## config.mk

```make
export PLATFORM = sky130hd
export DESIGN_NAME = fft_stage_seq
export DESIGN_NICKNAME = d
export VERILOG_FILES = /design/src/rtl/fft_stage_seq.sv
export SDC_FILE = /design/constraint.sdc
export NUM_CORES = 1
export LEC_CHECK = 0
export CAP_MARGIN = 15
export CELL_PAD_IN_SITES_DETAIL_PLACEMENT = 1
export CELL_PAD_IN_SITES_GLOBAL_PLACEMENT = 1
export CORE_MARGIN = 2
export CORE_UTILIZATION = 39
export CTS_BUF_LIST = sky130_fd_sc_hd__clkbuf_8 sky130_fd_sc_hd__clkbuf_16
export CTS_CLUSTER_SIZE = 8
export DETAILED_ROUTE_END_ITERATION = 7
export PLACE_DENSITY = 0.84
export SYNTH_ARGS = -nofsm -noshare
export SYNTH_HDL_FRONTEND = slang
export SYNTH_SLANG_ARGS = --single-unit
```

## constraint.sdc

```tcl
create_clock -name Clk -period 1.91 [get_ports Clk]
set_input_delay 0.4775 -clock Clk [delete_from_list [all_inputs] [get_ports Clk]]
set_output_delay 0.4775 -clock Clk [all_outputs]
set_load 0.05 [all_outputs]
```

## src/rtl/fft_stage_seq.sv

```systemverilog
// Stage/bundle sequencer for the 4-input butterfly PE: issues one bundle per cycle, drains between stages.
// Latency: rd at issue t, tf_addr at t+RD_LAT, bypass_n at t+RD_LAT+PE_LAT-1, wr at t+RD_LAT+PE_LAT.
// Backpressure: hold pauses issue only; in-flight bundles keep moving. FFT_SEQ_BYPASS_EN enables unity-twiddle bypass.
module fft_stage_seq #(
   parameter int LOG2N  = 6,
   parameter int RD_LAT = 1,
   parameter int PE_LAT = 3
) (
   input  logic                     Clk,
   input  logic                     Reset_n,
   input  logic                     start,
   input  logic                     hold,
   output logic                     busy,
   output logic                     done,
   output logic                     rd_en,
   output logic [LOG2N-3:0]         rd_addr,
   output logic [$clog2(LOG2N)-1:0] stage,
   output logic [LOG2N-2:0]         tf_addr,
   output logic                     bypass_n,
   output logic                     wr_en,
   output logic [LOG2N-3:0]         wr_addr
);
   localparam int GW     = LOG2N - 2;
   localparam int SW     = $clog2(LOG2N);
   localparam int TW     = LOG2N - 1;
   localparam int L      = RD_LAT + PE_LAT;
   localparam int BP_IDX = RD_LAT + PE_LAT - 1;
   localparam logic [GW-1:0] G_LAST = '1;
   localparam logic [SW-1:0] S_LAST = SW'(LOG2N - 1);

   typedef enum logic [1:0] {IDLE, ISSUE, DRAIN, DONE} state_t;

   typedef struct packed {
      logic          vld;
      logic [GW-1:0] g;
   } meta_t;

   state_t        state, state_nxt;
   logic [GW-1:0] g;
   logic [SW-1:0] s;
   logic [TW-1:0] tw_idx;
   logic          issue_vld;
   logic          issue_bp;
   logic          last_wr;
   meta_t         pipe    [1:L];
   logic [TW-1:0] tw_pipe [1:RD_LAT];
   logic          bp_pipe [1:BP_IDX];

   always_ff @(posedge Clk) begin
      if (!Reset_n) state <= IDLE;
      else          state <= state_nxt;
   end

   // DRAIN exits on the write-back of the stage's final bundle, giving the t+L+1 restart.
   always_comb begin
      state_nxt = state;
      case (state)
         IDLE:    if (start) state_nxt = ISSUE;
         ISSUE:   if (!hold && g == G_LAST) state_nxt = DRAIN;
         DRAIN:   if (last_wr) state_nxt = (s == S_LAST) ? DONE : ISSUE;
         DONE:    state_nxt = IDLE;
         default: state_nxt = IDLE;
      endcase
   end

   always_comb begin
      busy      = (state == ISSUE) || (state == DRAIN);
      done      = (state == DONE);
      issue_vld = (state == ISSUE) && !hold;
      rd_en     = issue_vld;
   end

   always_ff @(posedge Clk) begin
      if (!Reset_n) begin
         g <= '0;
         s <= '0;
      end else begin
         if (state == IDLE && start) begin
            g <= '0;
            s <= '0;
         end
         if (issue_vld) g <= g + 1'b1;
         if (state == DRAIN && last_wr && s != S_LAST) s <= s + 1'b1;
      end
   end

   // Shifting at TW bits discards the bits above N/2, i.e. the mod N/2 wrap.
   assign tw_idx = {1'b0, g} << s;

`ifdef FFT_SEQ_BYPASS_EN
   assign issue_bp = issue_vld && (tw_idx != '0);
`else
   assign issue_bp = issue_vld;
`endif

   always_ff @(posedge Clk) begin
      if (!Reset_n) begin
         for (int k = 1; k <= L; k++)      pipe[k]    <= '0;
         for (int k = 1; k <= RD_LAT; k++) tw_pipe[k] <= '0;
         for (int k = 1; k <= BP_IDX; k++) bp_pipe[k] <= 1'b0;
      end else begin
         pipe[1]    <= '{vld: issue_vld, g: g};
         tw_pipe[1] <= issue_vld ? tw_idx : '0;
         bp_pipe[1] <= issue_bp;
         for (int k = 2; k <= L; k++)      pipe[k]    <= pipe[k-1];
         for (int k = 2; k <= RD_LAT; k++) tw_pipe[k] <= tw_pipe[k-1];
         for (int k = 2; k <= BP_IDX; k++) bp_pipe[k] <= bp_pipe[k-1];
      end
   end

   always_comb begin
      rd_addr  = g;
      stage    = s;
      tf_addr  = tw_pipe[RD_LAT];
      bypass_n = bp_pipe[BP_IDX];
      wr_en    = pipe[L].vld;
      wr_addr  = pipe[L].g;
      last_wr  = pipe[L].vld && (pipe[L].g == G_LAST);
   end
endmodule

```

==> results of run 1 <==
## worst min path at each step
stage | start | depth (start not counted) | slack [ns] | to
2_1_floorplan | bp_pipe[0][1]$_DFF_P_ | 1 | 0.41 | bp_pipe[0][2]$_DFF_P_
6_report | pipe[0][9]$_SDFF_PN0_ | 1 | 0.44 | pipe[0][14]$_SDFF_PN0_
4_1_cts | pipe[0][9]$_SDFF_PN0_ | 1 | 0.43 | pipe[0][14]$_SDFF_PN0_
5_1_grt | pipe[0][11]$_SDFF_PN0_ | 1 | 0.45 | pipe[0][16]$_SDFF_PN0_
3_3_place_gp | pipe[0][15]$_SDFF_PN0_ | 1 | 0.42 | pipe[0][20]$_SDFF_PN0_
3_5_place_dp | pipe[0][12]$_SDFF_PN0_ | 1 | 0.42 | pipe[0][17]$_SDFF_PN0_
## layout make-up
type                    instances  area (sq um)
multi-input cells              88           632
clock buffers                   5          68.8
fillers                       405          1690
inverters                       9          37.5
well taps                      48          60.1
repair buffers                 32           335
flip-flops and latches         37           742
clock inverters                 3          68.8
## where the power goes
group / internal [mW] / leakage [nW] / switching, mW / total (mW)
clock: 0.525 / 0.0687 / 0.282 / 0.808
sequential: 0.811 / 0.299 / 0.0264 / 0.838
combinational: 0.239 / 0.466 / 0.322 / 0.561
total: 1.58 / 0.834 / 0.631 / 2.21
## through the flow
step                      hold WS (ns)  utilization (%)
after floorplan                  0.412                -
after global placement           0.416             49.3
after detailed placement         0.420             49.3
after CTS                        0.433             53.4
after global routing             0.454             53.5
final                            0.435             53.5
## what timing repair did
action / CTS / global route
buffers inserted: 1 / 0
setup endpoints to repair: 1 / 2
endpoints found under the hold margin: 0 / 0
gates resized for setup: 2 / 1
## logic make-up after synthesis
family	synth area share [%]
flops	50.6
buf+inv	6.41
mux	1.37
compound gates	11.8
simple gates	23.0
fa+ha+maj	6.84
## routing by layer
layer  track usage [%]  vias to the layer above
li1                  -                      540
met1              18.3                      544
met2              27.6                       26
met3              5.48                        7
met4              7.29                        0
met5                 0                        -
## cell usage in the layout (no fill, tap or decap), drive strengths merged, types with 2 or more instances in the layout
cell type      synthesis  routed
a211oi                 2       2
a21oi                  5       5
a22oi                  2       2
and2                  22      22
and3                   2       2
buf                    7      29
bufinv                 0       2
clkbuf                 3       5
clkdlybuf4s50          0       3
dfxtp                 37      37
ha                     8       8
inv                    9       9
mux2i                  2       2
nand2                  6       6
nand2b                 2       2
nand3                  4       4
nand4                  2       2
nor2                   6       6
nor2b                  2       2
nor3                   2       2
nor4                   2       2
o21a                   2       2
o21ai                  3       3
## flip-flops by register name (all words and copies together), names as in the netlist
name / cells
state: 2
tw_pipe: 5
rd_addr: 4
pipe: 20
bp_pipe: 3
stage: 3
## worst max-delay path: stages
cell	delay, ns
sky130_fd_sc_hd__clkdlybuf4s50_1	0.47
sky130_fd_sc_hd__nand2b_4	0.16
sky130_fd_sc_hd__clkinvlp_4	0.12
sky130_fd_sc_hd__buf_12	0.16
==> results.txt, run 1 <==
----------------------------------------------------
[Clock network]
  Buffer depth of the longest clock path ... 2
  Clock tree from TritonCTS ... yes
  Level count of the clock H-tree ... 2
  Cts-stage hold buffer count ... 0
  Clock-pin slew of the registers on the worst-case setup and hold paths ... 0.08 ns
  TritonCTS buffer count ... 5
  Clk sinks ... 37
  Buffer cell driving the clock tree root ... sky130_fd_sc_hd__clkbuf_8
  Insertion delay of the later-clocked pin in the worst-skew pair ... 0.29 ns

[Routing]
  Total number of vias ... 1,117
  First-pass iteration count of the detailed router ... 4
  Post-detailed-route via-to-cell ratio ... 5.03
  Top routing layer used ... met4
  Routed length on met2 ... 1510 um
  Aggregate routed wire length ... 3070 um
  Remaining design rule violation count ... 0
  Total met3 wirelength after detailed routing ... 131 um
  Routed Antenna Nets ... 0
  Average wire per cell in the routed design ... 13.8 um
  Metal1 wirelength ... 1370 um
  Detailed router's first-iteration violation count ... 43

[Floorplanning]
  Die span in y ... 65.3 um
  Area of the die ... 4260 sq um
  Area of the core ... 3630 sq um
  Initial Utilization ... 40.3%
  Number of cell rows ... 22
  Top-Level Pins ... 25
  Die boundary width ... 65.3 um

[Min path]
  Min-Delay Path Class ... flip-flop to flip-flop

[Power]
  Worst vdd rail ir drop ... 0.000582 V
  Total chip power ... 2.21 mW
  Pleak ... 0.834 nW
  P per Cell Area ... 1140 nW/um^2

[GRT]
  Global route overflow ... 0
  Via count of the first global-routing pass ... 1,176
  Number of antenna violations at the first check in global routing ... 0
  Total routing usage reported by global routing ... 16.2%
  Largest net degree at the start of global routing ... 19
  Global-route wire length before repair ... 5240 um

[STA]
  Slew at the pin closest to its max-slew limit ... 0.508 ns
  Final sum of negative setup slack ... 0 ns
  Final-report max-slew violation count ... 0
  Ratio of final minimum period to clock period ... 97.7%
  Fmax ... 0.536 GHz
  Relative slew margins ... 66.1%
  Setup-failing EPs final ... 0
  Final worst setup slack ... 0.0448 ns
  Count of endpoints failing hold in the final timing report ... 0
  Tmin final ... 1.87 ns
  Unrepaired setup endpoints after global routing ... false
  Max Clock Skew ... 0.00256 ns

[Placement]
  Worst setup timing slack at the placement stage ... -0.0178 ns
  Count of buffers from port buffering ... 24
  Placed standard-cell area ... 1790 sq um
  Global placement routability congestion ... 0.798
  HPWL after detailed placement ... 2190 um
  Number of instances in the placed design ... 213

[Worst setup path]
  Setup CP Type ... primary input to primary output
  Number of cell instances on the worst register-to-register path ... 8
  End of the worst register-to-register path ... rd_addr[2]$_SDFFE_PN0P_
  Largest driver fanout on the critical path ... 4
  Slack of the worst reg-to-reg path ... 0.18 ns
  CP arrival ... 1.39 ns
  Nature of the critical path endpoint ... primary output
  Start of the worst register-to-register path ... state[1]$_SDFFE_PN0P_
  Crit. Startpoint ... hold
  Worst Setup Start Kind ... primary input
  Required time at the worst-slack endpoint ... 1.43 ns
  Critical path endpoint ... rd_en

[Finish]
  Post-layout net count ... 185
  Layout area overhead ... 32.8%
  Post-route non-filler standard cell count ... 222
  Antenna cells ... 0
  Share of cells above drive strength 1 ... 27.0%
  Final std cell area, no fill ... 1940 sq um

[Synth]
  Yosys reg bits ... 37
  Portion of the post-synthesis area used by sequential elements ... 50.6%
  Most used standard cell by instance count after synthesis ... sky130_fd_sc_hd__dfxtp_1
  Leading area contributor after synthesis ... sky130_fd_sc_hd__dfxtp_1
  Share of flip-flops with an asynchronous set or reset ... 0%
  Net count after synthesis ... 156
  Ranking of synthesized cells by area ... sky130_fd_sc_hd__dfxtp_1, sky130_fd_sc_hd__and2_1, sky130_fd_sc_hd__ha_1
  Count of different cell masters after synthesis ... 40
  Flip-flop cell with the highest count after synthesis ... sky130_fd_sc_hd__dfxtp_1
  Post-synthesis cell area ... 1460 sq um
  Cells after synthesis ... 144
  Synth warn ... 0
  Synth top cells by count ... sky130_fd_sc_hd__dfxtp_1, sky130_fd_sc_hd__and2_1, sky130_fd_sc_hd__inv_1
  Synthesized area per cell ... 10.2 sq um
  Number of enable flip-flop cells after synthesis ... 0
  Area share of the largest cell type after synthesis ... 50.6%

[Status]
  Result of the run ... finished clean

[Flow run]
  Count of maximum capacitance violations ... 0

----------------------------------------------------
No activity file was read; power rests on OpenSTA's default activity.
==> inputs of run 2 (changes only) <==
--- a/config.mk
+++ b/config.mk
@@ -9,11 +9,11 @@
 export CELL_PAD_IN_SITES_DETAIL_PLACEMENT = 1
 export CELL_PAD_IN_SITES_GLOBAL_PLACEMENT = 1
 export CORE_MARGIN = 2
-export CORE_UTILIZATION = 39
+export CORE_UTILIZATION = 42
 export CTS_BUF_LIST = sky130_fd_sc_hd__clkbuf_8 sky130_fd_sc_hd__clkbuf_16
 export CTS_CLUSTER_SIZE = 8
 export DETAILED_ROUTE_END_ITERATION = 7
-export PLACE_DENSITY = 0.84
+export PLACE_DENSITY = 0.89
 export SYNTH_ARGS = -nofsm -noshare
 export SYNTH_HDL_FRONTEND = slang
 export SYNTH_SLANG_ARGS = --single-unit
==> constraint.sdc (replaced) <==
create_clock -name Clk -period 2.3 [get_ports Clk]
set_input_delay 0.575 -clock Clk [delete_from_list [all_inputs] [get_ports Clk]]
set_output_delay 0.575 -clock Clk [all_outputs]
set_load 0.05 [all_outputs]
==> run 2 against run 1 <==
First-iteration DRC count is 33% higher. Sequential power decreased by 17%. Critical path type is now flip-flop to primary output. Sequential share of layout area is 2.2 points higher. Global-route usage is 2.3 points higher. Highest routed layer unchanged. Wire length increased by 4.3%. Hold slack lost 0.0016 ns. Critical endpoint is now rd_addr[2]. Largest power group unchanged. Register-to-register slack better by 0.44 ns. Combinational power fell by 29%.
==> results.txt, run 2 (same netlist as run 1, synthesis figures left out) <==
----------------------------------------------------
[Status]
  Result of the run ... finished clean

[Worst setup path]
  Largest driver fanout on the critical path ... 8
  Slack of the worst reg-to-reg path ... 0.62 ns
  CP arrival ... 1.62 ns
  Number of cell instances on the worst register-to-register path ... 7
  End of the worst register-to-register path ... rd_addr[2]$_SDFFE_PN0P_
  Cell-by-cell listing of the critical path ... clkdlybuf4s50_1
  Setup CP Type ... flip-flop to primary output
  Critical-path cell with the highest stage delay ... sky130_fd_sc_hd__clkdlybuf4s50_1
  Required time at the worst-slack endpoint ... 1.73 ns
  Critical path's top delay family ... buffers and inverters
  Start of the worst register-to-register path ... state[1]$_SDFFE_PN0P_
  Worst Setup Start Kind ... flip-flop
  Critical Path Max Stage Delay ... 0.86 ns
  Critical path buffer and inverter count ... 1
  Nature of the critical path endpoint ... primary output

[Floorplanning]
  Number of cell rows ... 21
  Area of the core ... 3340 sq um
  Die span in y ... 63.0 um
  Initial Utilization ... 43.9%
  Top-Level Pins ... 25
  Area of the die ... 3970 sq um
  Die boundary width ... 63.0 um

[STA]
  Final sum of negative setup slack ... 0 ns
  Final worst setup slack ... 0.108 ns
  Fmax ... 0.456 GHz
  Final-report max-slew violation count ... 0
  Relative slew margins ... 65.3%
  Unrepaired setup endpoints after global routing ... false
  Setup-failing EPs final ... 0
  Slew at the pin closest to its max-slew limit ... 0.519 ns
  Ratio of final minimum period to clock period ... 95.3%
  Tmin final ... 2.19 ns
  Count of endpoints failing hold in the final timing report ... 0
  Max Clock Skew ... 0.00273 ns

[Finish]
  Most frequent standard cell in the layout excluding fill and tap cells ... sky130_fd_sc_hd__dfxtp_1
  Fillcell total ... 391
  Post-layout net count ... 182
  Commonest cells after routing, fill and taps aside ... sky130_fd_sc_hd__dfxtp_1, sky130_fd_sc_hd__and2_1, sky130_fd_sc_hd__clkdlybuf4s50_1
  Max reg flops ... 20
  Area occupied by multi-input gates ... 629 sq um
  Storage cell area ... 741 sq um
  Register with the most flip-flops ... pipe
  Share of cells above drive strength 1 ... 14.0%
  Antenna cells ... 0
  Layout area overhead ... 25.4%

[Routing]
  Total met3 wirelength after detailed routing ... 139 um
  Detailed router's first-iteration violation count ... 57
  First-pass iteration count of the detailed router ... 4
  Average wire per cell in the routed design ... 14.7 um
  Aggregate routed wire length ... 3200 um
  Top routing layer used ... met4
  Routed length on met2 ... 1590 um
  Remaining design rule violation count ... 0
  Post-detailed-route via-to-cell ratio ... 5.06
  Total number of vias ... 1,097
  Routed Antenna Nets ... 0
  Metal1 wirelength ... 1440 um

[Clock network]
  Buffer depth of the longest clock path ... 2
  Clock tree from TritonCTS ... yes
  Level count of the clock H-tree ... 2
  # resized after CTS ... 0
  Buffer cell driving the clock tree root ... sky130_fd_sc_hd__clkbuf_8
  Post-CTS Setup Bufs ... 0
  TritonCTS buffer count ... 5
  Clk sinks ... 37
  Clock-pin slew of the registers on the worst-case setup and hold paths ... 0.08 ns
  Insertion delay of the later-clocked pin in the worst-skew pair ... 0.28 ns
  Cts-stage hold buffer count ... 0

[GRT]
  Global route overflow ... 0
  Number of antenna violations at the first check in global routing ... 0
  Global-route wire length before repair ... 5690 um
  Via count of the first global-routing pass ... 1,162
  Total routing usage reported by global routing ... 18.5%
  Largest net degree at the start of global routing ... 16

[Placement]
  Count of buffers from port buffering ... 24
  Worst setup timing slack at the placement stage ... 0.196 ns
  HPWL after detailed placement ... 2210 um
  Global placement routability congestion ... 0.753

[Flow run]
  Count of maximum capacitance violations ... 0

[Power]
  Worst vdd rail ir drop ... 0.000355 V
  Pleak ... 0.774 nW
  P per Cell Area ... 841 nW/um^2
  Total chip power ... 1.54 mW

[Min path]
  Min-Delay Path Class ... flip-flop to flip-flop
  Hold Path Origin ... pipe[0][14]$_SDFF_PN0_
  Count of cells along the worst hold path ... 1
  End point of the worst hold path ... pipe[0][19]$_SDFF_PN0_

----------------------------------------------------
## run 2: changes by cell type in the layout (fill, tap and decap cells not counted), sizes merged
cell,previous run,this run
buf,29,9
clkdlybuf4s50,3,19
clkinv,0,3
bufinv,2,0
clkinvlp,1,0
dlymetal6s2s,0,1
## run 2: layout make-up
| cell class | count | share of cell area [%] |
|---|---|---|
| multi-input combinational | 88 | 34.3 |
| sequential | 37 | 40.4 |
| clock inverter | 3 | 1.23 |
| clock buffer | 5 | 3.75 |
| timing repair buffer | 29 | 15.4 |
| tap | 46 | 3.14 |
| inverter | 9 | 1.84 |
## run 2: worst max path at each step
stage	startpoint	to	cells past startpoint
2_1_floorplan	stage[1]$_SDFFE_PN0P_	stage[2]$_SDFFE_PN0P_	7
3_3_place_gp	hold	rd_en	4
3_5_place_dp	hold	rd_en	4
4_1_cts	state[1]$_SDFFE_PN0P_	done	2
5_1_grt	rd_addr[2]$_SDFFE_PN0P_	rd_addr[2]	1
6_report	rd_addr[2]$_SDFFE_PN0P_	rd_addr[2]	1
## run 2: metal layers
| layer | GRT usage (%) | vias to the layer above |
|---|---|---|
| met5 | 0 | - |
| met2 | 31.0 | 27 |
| li1 | - | 534 |
| met3 | 6.13 | 5 |
| met4 | 6.94 | 0 |
| met1 | 21.8 | 531 |
## run 2: report_power, final
part / total (mW) / leakage [nW] / internal (mW) / switching [mW]
clock: 0.450 / 0.0481 / 0.215 / 0.236
combinational: 0.398 / 0.427 / 0.140 / 0.258
sequential: 0.696 / 0.299 / 0.673 / 0.0236
total: 1.54 / 0.774 / 1.03 / 0.517
## run 2: metrics by stage
stage | area (sq um) | util [%] | hold slack, ns | instances
6_report | 1840 | 55.0 | 0.434 | 217
3_5_place_dp | 1740 | 52.2 | 0.420 | 209
4_1_cts | 1830 | 54.9 | 0.438 | 217
3_3_place_gp | 1740 | 52.2 | 0.413 | 209
2_1_floorplan | 1460 | - | 0.412 | 144
5_1_grt | 1840 | 55.0 | 0.448 | 217
